File: src/rtl/i2c_bus_conditioner.sv
// Pad-side I2C conditioning: input synchronise/deglitch, registered open-drain enables,
// START/STOP detection, busy/idle timeout, clock-stretch and arbitration-loss flags.
module i2c_bus_conditioner #(
    parameter int SYNC_STAGES = 2,
    parameter int SPIKE_W     = 4,
    parameter int IDLE_W      = 16
) (
    input  logic               clk,
    input  logic               rst,
    input  logic [SPIKE_W-1:0] spike_len,
    input  logic [IDLE_W-1:0]  idle_limit,
    input  logic               master_en,
    input  logic               scl_pad_i,
    input  logic               sda_pad_i,
    input  logic               scl_core_o,
    input  logic               sda_core_o,
    output logic               scl_pad_oe,
    output logic               sda_pad_oe,
    output logic               scl_i,
    output logic               sda_i,
    output logic               start_det,
    output logic               stop_det,
    output logic               bus_busy,
    output logic               arb_lost,
    output logic               stretch
);

    typedef enum logic {ST_IDLE, ST_BUSY} state_t;

    localparam int L_SCL = 0;
    localparam int L_SDA = 1;

    // Per-line storage, index 0 = SCL, index 1 = SDA.
    logic [1:0][SYNC_STAGES-1:0] sync_q;
    logic [1:0][SPIKE_W-1:0]     cnt_q, cnt_d;
    logic [1:0]                  filt_q, filt_d;
    logic [1:0]                  prev_q;
    logic [1:0]                  pad_raw, sync_out;
    logic [SPIKE_W-1:0]          term;

    state_t                      state_q, state_d;
    logic [IDLE_W-1:0]           idle_cnt_q, idle_cnt_d;

    logic start_det_q, stop_det_q, arb_lost_q, stretch_q;
    logic scl_oe_q, sda_oe_q;
    logic start_cond, stop_cond, arb_cond, lines_high;

    assign pad_raw  = {sda_pad_i, scl_pad_i};
    assign sync_out = {sync_q[L_SDA][SYNC_STAGES-1], sync_q[L_SCL][SYNC_STAGES-1]};
    // A spike length of 0 behaves as 1; ">= term" also covers a shrink below the running count.
    assign term     = (spike_len == '0) ? '0 : spike_len - SPIKE_W'(1);

    always_comb begin
        // NOTE: every combinational output gets a default first, so no path can infer a latch.
        cnt_d  = '0;
        filt_d = filt_q;
        for (int l = 0; l < 2; l++) begin
            if (sync_out[l] != filt_q[l]) begin
                if (cnt_q[l] >= term) filt_d[l] = sync_out[l];
                else                  cnt_d[l]  = cnt_q[l] + SPIKE_W'(1);
            end
        end
    end

    assign start_cond = prev_q[L_SDA] & ~filt_q[L_SDA] & prev_q[L_SCL] & filt_q[L_SCL];
    assign stop_cond  = ~prev_q[L_SDA] & filt_q[L_SDA] & prev_q[L_SCL] & filt_q[L_SCL];
    assign arb_cond   = master_en & sda_core_o & ~prev_q[L_SCL] & filt_q[L_SCL] & ~filt_q[L_SDA];
    assign lines_high = filt_q[L_SCL] & filt_q[L_SDA];

    always_comb begin
        state_d    = state_q;
        idle_cnt_d = '0;
        case (state_q)
            ST_IDLE: if (start_cond) state_d = ST_BUSY;
            ST_BUSY: begin
                if (stop_cond) begin
                    state_d = ST_IDLE;
                end else if (lines_high) begin
                    idle_cnt_d = (idle_cnt_q == '1) ? idle_cnt_q : idle_cnt_q + IDLE_W'(1);
                    if (idle_limit != '0 && idle_cnt_d >= idle_limit) state_d = ST_IDLE;
                end
            end
            default: state_d = ST_IDLE;
        endcase
    end

    // NOTE: every flop is reset, synchroniser stages to 1, so a released bus reads idle from reset.
    always_ff @(posedge clk or posedge rst) begin
        if (rst) begin
            sync_q      <= '1;
            cnt_q       <= '0;
            filt_q      <= '1;
            prev_q      <= '1;
            state_q     <= ST_IDLE;
            idle_cnt_q  <= '0;
            start_det_q <= 1'b0;
            stop_det_q  <= 1'b0;
            arb_lost_q  <= 1'b0;
            stretch_q   <= 1'b0;
            scl_oe_q    <= 1'b0;
            sda_oe_q    <= 1'b0;
        end else begin
            // NOTE: non-blocking updates make every flop sample pre-edge values regardless of order.
            for (int l = 0; l < 2; l++) begin
                sync_q[l] <= {sync_q[l][SYNC_STAGES-2:0], pad_raw[l]};
            end
            cnt_q       <= cnt_d;
            filt_q      <= filt_d;
            prev_q      <= filt_q;
            state_q     <= state_d;
            idle_cnt_q  <= idle_cnt_d;
            start_det_q <= start_cond;
            stop_det_q  <= stop_cond;
            arb_lost_q  <= arb_cond;
            stretch_q   <= master_en & scl_core_o & ~filt_q[L_SCL];
            scl_oe_q    <= ~scl_core_o;
            sda_oe_q    <= ~sda_core_o;
        end
    end

    assign scl_i      = filt_q[L_SCL];
    assign sda_i      = filt_q[L_SDA];
    assign start_det  = start_det_q;
    assign stop_det   = stop_det_q;
    assign arb_lost   = arb_lost_q;
    assign stretch    = stretch_q;
    assign bus_busy   = (state_q == ST_BUSY);
    assign scl_pad_oe = scl_oe_q;
    assign sda_pad_oe = sda_oe_q;

endmodule

File: config.mk
export PLATFORM = sky130hd
export DESIGN_NAME = i2c_bus_conditioner
export DESIGN_NICKNAME = d
export VERILOG_FILES = /design/src/rtl/i2c_bus_conditioner.sv
export SDC_FILE = /design/constraint.sdc
export NUM_CORES = 1
export LEC_CHECK = 0
export CORE_MARGIN = 4
export CORE_UTILIZATION = 40
export DETAILED_ROUTE_END_ITERATION = 8
export GPL_TIMING_DRIVEN = 1
export RECOVER_POWER = 50
export SLEW_MARGIN = 10
export SYNTH_ARGS = -nofsm -noshare
export SYNTH_HDL_FRONTEND = slang
export SYNTH_SLANG_ARGS = --single-unit
File: constraint.sdc
create_clock -name clk -period 3.6 [get_ports clk]
set_input_delay 0.72 -clock clk [delete_from_list [all_inputs] [get_ports clk]]
set_output_delay 0.72 -clock clk [all_outputs]
set_load 0.005 [all_outputs]
==> metrics.md, run 1 <==
| Metric | Value |
|---|---|
| Hold Buf Count CTS | `0` |
| Synth top area cells | `dfrtp_1, ha_1, dfstp_2` |
| Placement Rows | `27` |
| Synth Register Bits | `39` |
| Drt via density | `around 5.1` |
| Total die area | `approximately 0.0073 mm²` |
| Slew Limit Fails | `40` |
| Total Nets Final | `roughly 340` |
| Startpoint Class | `flip-flop` |
| RSZ-0062 raised after global routing | `false` |
| Post-synth EDFFs | `0` |
| Critical path class | `reg2reg` |
| Commonest non-fill, non-tap cell in the layout | `inv_1` |
| # port buffers | `35` |
| Top Metal Used | `met4` |
| Max Freq | `roughly 320 MHz` |
| Top-area cell type share of the netlist area | `0.324` |
| Cell area after synthesis | `roughly 0.0024 mm²` |
| Grt ovf | `0` |
| Drt drc | `0` |
| Initial antenna violation count | `0` |
| Post-CTS setup buffer count | `0` |
| CP required | `between 3 and 4 ns` |
| CP arrival | `about 3.3 ns` |
| Number of global-route vias before repair | `~1800` |
| Pwr dens | `~450 mW/mm²` |
| Cell taking the most area after synthesis | `dfrtp_1` |
| Initial core utilization | `0.425` |
| Synth Flop Type | `dfrtp_1` |
| Worst-skew pair later-pin latency | `0.29 ns` |
| CTS Buf Count | `5` |
| Wire length per cell | `13.8 µm` |
| Synth Instances | `about 250` |
| Max Cap Viol | `1` |
| Num ports | `36` |
| WL met2 | `2180 µm` |
| CP Max Fanout | `8` |
| Final Hold Viols | `0` |
| # clock sinks | `39` |
| Placeable Area | `between 0.005 and 0.006 mm²` |
| Root Driver | `clkbuf_8` |
| Max IR drop VDD | `0.000289 V` |
| Syn Nets | `300` |
| Yosys cell types | `between 40 and 50` |
| Routed WL | `~5000 µm` |
| CP Capture Type | `flip-flop` |
| # placed instances | `roughly 350` |
| Pleak | `1.44 nW` |
| Post-route non-filler standard cell count | `361` |
| First-pass GRT wire length | `8350 µm` |
| Routed length on met3 | `about 260 µm` |
| Final HPWL DP | `about 3900 µm` |
| Final cycle utilization of the critical path | `0.856` |
| Status | `complete, but fails checks` |
| Clk slew on worst S/H paths | `roughly 0.080 ns` |
| Failing checks | `capacitance limit, slew limit` |
| Clock buffer depth | `2` |
| Min Clock Period, post-route | `approximately 3 ns` |
| Synthesized area per cell | `9.75 µm²` |
| Worst hold path class | `reg2reg` |
| Worst Skew | `a little under 0.004 ns` |
| WL met1 | `2450 µm` |
| Most frequent cells in the layout | `inv_1, dfrtp_1, clkdlybuf4s50_1, ha_1, nor2_1` |
| Vias | `between 1500 and 2000` |
| CTS tree | `built` |
| Hold Slack | `0.358 ns` |
| CTS resizes | `0` |
| Pin count of the biggest net entering global routing | `40` |
| Worst Max-Slew Pin Slew | `2.07 ns` |
| Area growth, synth to finish | `23.3%` |
| DR iter-0 viols | `~80` |
| Final setup fails | `0` |
| H-tree levels | `2` |
| Die width | `85.4 µm` |
| Setup TNS | `0 ns` |
| Asr flop ratio synth | `1.00` |
| Total Routing Usage GR | `0.145` |
| Final ANT Viol Nets | `0` |
| Sequential element share of the synthesized area | `0.411` |
| Die H | `85.4 µm` |
| Pre-Repair DR Iteration Count | `4` |
| # fillers | `slightly above 500` |
| Antenna diodes | `0` |
| Synthesis Warnings | `0` |
| Normalized max-slew margin | `-0.382` |
| Share of cells above drive strength 1 | `0.0865` |
| Final GP Congestion | `just over 0.8` |
power breakdown:
| group | internal, mW | switching (mW) | leakage (nW) |
|---|---|---|---|
| clock | 0.224 | 0.156 | 0.0612 |
| sequential | 0.518 | 0.0706 | 0.501 |
| combinational | 0.181 | 0.169 | 0.878 |
area by class of cell:
type                    instances  area [µm²]  area share
well taps                      72        90.1      0.0305
clock buffers                   6        82.6      0.0279
clock inverters                 2        35.0      0.0119
multi-input cells             174        1290       0.436
inverters                      32         120      0.0406
flip-flops and latches         39         986       0.334
repair buffers                 36         354       0.120
path summary, 6_finish.rpt:
path	startpoint	to	slack (ns)	cells after the start
max in group asynchronous	rst	idle_cnt_q[5]$_DFF_PP0_	0.80	3
min in group asynchronous	rst	idle_cnt_q[14]$_DFF_PP0_	1.61	3
worst min register to register	sync_q[2]$_DFF_PP1_	sync_out[1]$_DFF_PP1_	0.36	0
worst max register to register	idle_cnt_q[0]$_DFF_PP0_	bus_busy$_DFF_PP0_	0.52	10
worst min-delay path	sync_q[2]$_DFF_PP1_	sync_out[1]$_DFF_PP1_	0.36	0
worst max-delay path	idle_cnt_q[0]$_DFF_PP0_	bus_busy$_DFF_PP0_	0.52	10
worst max-delay path, cell delays in order, from the launching register on:
cell and delay [ns]:
dfrtp_1 0.43, ha_1 0.27, nand3_2 0.19, nor2_4 0.25
nand2_2 0.13, mux2_4 0.33, ha_1 0.27, o211ai_1 0.09
a2111oi_0 0.48, o2111ai_1 0.19, a221o_1 0.34
stage by stage:
stage                     setup slack [ns]  total power [mW]   util  instance area (µm²)
final                                0.517              1.32  0.524                 2960
after global routing                 0.178              1.41  0.524                 2960
after CTS                            0.497              1.35  0.525                 2960
after detailed placement             0.540             0.964  0.504                 2840
after global placement               0.680             0.955  0.504                 2840
after floorplan                      0.910             0.809      -                 2400
flip-flops by register name, indices dropped and copies added, names as in the netlist:
name,cells
filt_q,2
sync_q,2
prev_q,2
stop_det,1
cnt_q,8
scl_pad_oe,1
arb_lost,1
start_det,1
idle_cnt_q,16
bus_busy,1
sda_pad_oe,1
stretch,1
sync_out,2
cell families after synthesis:
kind of cell | count (synthesis) | synth area share
DFF | 39 | 0.411
buffers and inverters | 33 | 0.0517
adders and majority gates | 27 | 0.141
muxes | 6 | 0.0282
AOI/OAI and AO/OA | 37 | 0.0992
and+or+nand+nor | 90 | 0.218
xor gates and xnor gates | 14 | 0.0511
metal layers:
layer,GRT usage,up-vias
li1,-,937
met1,0.199,842
met2,0.221,46
met3,0.0388,10
met4,0.0475,0
met5,0,-
cells in the mapped netlist (6+ instances only):
library cell / count
inv_1: 32
dfrtp_1: 31
ha_1: 27
nor2_1: 25
a21oi_1: 15
nor2b_1: 12
nand2_1: 9
xor2_1: 9
dfstp_2: 8
nand3_1: 8
nand4_1: 6
nor4_1: 6
(Power assumes the default switching activity.)
==> inputs of run 2 (changes only) <==
--- a/config.mk
+++ b/config.mk
@@ -5,7 +5,7 @@
 export SDC_FILE = /design/constraint.sdc
 export NUM_CORES = 1
 export LEC_CHECK = 0
-export CORE_MARGIN = 4
+export CORE_MARGIN = 2
 export CORE_UTILIZATION = 40
 export DETAILED_ROUTE_END_ITERATION = 8
 export GPL_TIMING_DRIVEN = 1
==> run 2 against run 1 <==
Effect of this change:
- critical endpoint unchanged
- setup slack lost 0.051 ns
- the run now ends clean
- clock-buffer cell count is 1 higher
- highest routed layer unchanged
- clock skew increased by 0.0044 ns
==> metrics.md, run 2 (synthesized netlist as in run 1, its figures left out) <==
| Metric | Value |
|---|---|
| Total Nets Final | `about 340` |
| Worst hold path class | `reg2reg` |
| Final GP Congestion | `slightly below 0.8` |
| Setup TNS | `0 ns` |
| Final setup fails | `0` |
| # clock sinks | `39` |
| CP required | `around 3.8 ns` |
| Final ANT Viol Nets | `0` |
| Grt ovf | `0` |
| # port buffers | `35` |
| CTS tree | `built` |
| Min Clock Period, post-route | `3.13 ns` |
| Number of global-route vias before repair | `roughly 1900` |
| Worst Skew | `0.00833 ns` |
| Drt drc | `0` |
| Largest reg by FF count | `idle_cnt_q` |
| Commonest non-fill, non-tap cell in the layout | `inv_1` |
| Worst path max stage delay | `~0.53 ns` |
| Worst Setup EP | `bus_busy$_DFF_PP0_` |
| R2r endpoint | `bus_busy$_DFF_PP0_` |
| Grt met1 use | `0.236` |
| Final Util | `0.504` |
| Total Routing Usage GR | `0.173` |
| Max Freq | `roughly 320 MHz` |
| Share of cells above drive strength 1 | `0.0796` |
| Final cycle utilization of the critical path | `0.870` |
| Worst slack at placement | `0.565 ns` |
| Pre-Repair DR Iteration Count | `4` |
| Critical path depth | `10` |
| Clock buffer depth | `2` |
| First-pass GRT wire length | `8520 µm` |
| H-tree levels | `2` |
| Setup ws final | `approximately 0.47 ns` |
| Worst Max-Slew Pin Slew | `about 1.2 ns` |
| Worst R2R Start | `idle_cnt_q[1]$_DFF_PP0_` |
| CP arrival | `3.32 ns` |
| DR iter-0 viols | `56` |
| Normalized max-slew margin | `0.196` |
| Placeable Area | `0.00585 mm²` |
| Grt met2 use | `0.259` |
| Routed WL | `between 4000 and 5000 µm` |
| Slowest cell on crit path | `a2111oi_0` |
| CTS Buf Count | `5` |
| GR met3 Demand/Resource | `0.0363` |
| Cell seen most often among critical-path stages | `ha_1` |
| Crit path max-delay family | `compound AO/OA/AOI/OAI gates` |
| Root Driver | `clkbuf_8` |
| Area growth, synth to finish | `23.0%` |
| Antenna diodes | `0` |
| Hold Buf Count CTS | `0` |
| Max reg flops | `16` |
| Crit path cell chain | `ha_1 > nand3_2 > nor2_4 > nand2_2 > mux2_4 > ha_1 > o211ai_1 > a2111oi_0 > o2111ai_1 > a221o_1` |
| Max IR drop VDD | `0.000281 V` |
| Slew Limit Fails | `0` |
| Num ports | `36` |
| Post-CTS setup buffer count | `0` |
| Max Cap Viol | `0` |
| R2R depth | `10` |
| Placement Rows | `28` |
| CP Capture Type | `flip-flop` |
| Status | `completed` |
| Worst-skew pair later-pin latency | `roughly 0.3 ns` |
| Wire length per cell | `~13 µm` |
| Pleak | `between 1 and 1.5 nW` |
| Final Hold Viols | `0` |
| CTS resizes | `0` |
| Pin count of the biggest net entering global routing | `24` |
| Die width | `around 81 µm` |
| RSZ-0062 raised after global routing | `false` |
| CP Max Fanout | `8` |
| CP bufs+invs | `0` |
| Pwr dens | `between 400 and 500 mW/mm²` |
| Top Registers | `idle_cnt_q x16, cnt_q x8` |
| Total power | `1.30 mW` |
| Critical path origin | `idle_cnt_q[1]$_DFF_PP0_` |
| Initial core utilization | `0.410` |
| Vias | `approximately 1800` |
| Total die area | `approximately 0.0066 mm²` |
| Drt via density | `5.03` |
| Initial antenna violation count | `0` |
| Die H | `slightly above 80 µm` |
| Clk slew on worst S/H paths | `0.08 ns` |
| Gr busiest metal | `met2` |
| Final HPWL DP | `3850 µm` |
| Worst R2R Setup Slack | `roughly 0.47 ns` |
| Critical path class | `reg2reg` |
| Most frequent cells in the layout | `inv_1, dfrtp_1, clkdlybuf4s50_1, ha_1, nor2_1` |
| Startpoint Class | `flip-flop` |
## run 2: area by class of cell
type | count | area, µm²
Clock inverter | 1 | 30.0
Inverter | 32 | 120
Timing Repair Buffer | 36 | 354
Tap cell | 75 | 93.8
Sequential cell | 39 | 986
Clock buffer | 7 | 76.3
Fill cell | 575 | 2900
Multi-Input combinational cell | 174 | 1290
## run 2: power by group
part,switching (mW),internal [mW]
clock network,0.151,0.207
logic,0.171,0.181
registers,0.0709,0.518
## run 2: worst min path at each step
stage / start / endpoint / slack, ns / cells after the start
2_1_floorplan: sync_q[0]$_DFF_PP1_ / sync_out[0]$_DFF_PP1_ / 0.35 / 0
3_3_place_gp: sync_q[2]$_DFF_PP1_ / sync_out[1]$_DFF_PP1_ / 0.35 / 0
3_5_place_dp: sync_q[0]$_DFF_PP1_ / sync_out[0]$_DFF_PP1_ / 0.35 / 0
4_1_cts: sync_q[0]$_DFF_PP1_ / sync_out[0]$_DFF_PP1_ / 0.36 / 0
5_1_grt: sync_q[0]$_DFF_PP1_ / sync_out[0]$_DFF_PP1_ / 0.36 / 0
6_report: sync_q[0]$_DFF_PP1_ / sync_out[0]$_DFF_PP1_ / 0.36 / 0
## run 2: through the flow
stage	instance area [µm²]	hold WS [ns]	instances
floorplan	2400	0.345	246
global placement	2850	0.346	356
detailed placement	2850	0.347	356
CTS	2950	0.358	364
global route	2950	0.361	364
finish	2950	0.357	364
## run 2: worst reg2reg max path: stages (launching register included)
cell and delay, ns:
dfrtp_1 0.42, ha_1 0.27, nand3_2 0.19, nor2_4 0.25
nand2_2 0.12, mux2_4 0.33, ha_1 0.28, o211ai_1 0.08
a2111oi_0 0.53, o2111ai_1 0.20, a221o_1 0.34
## run 2: metal layers
metal	routed length [µm]	vias to the layer above
met1	2480	836
met5	0	-
met2	2090	40
met3	190	10
met4	137	0
li1	-	945
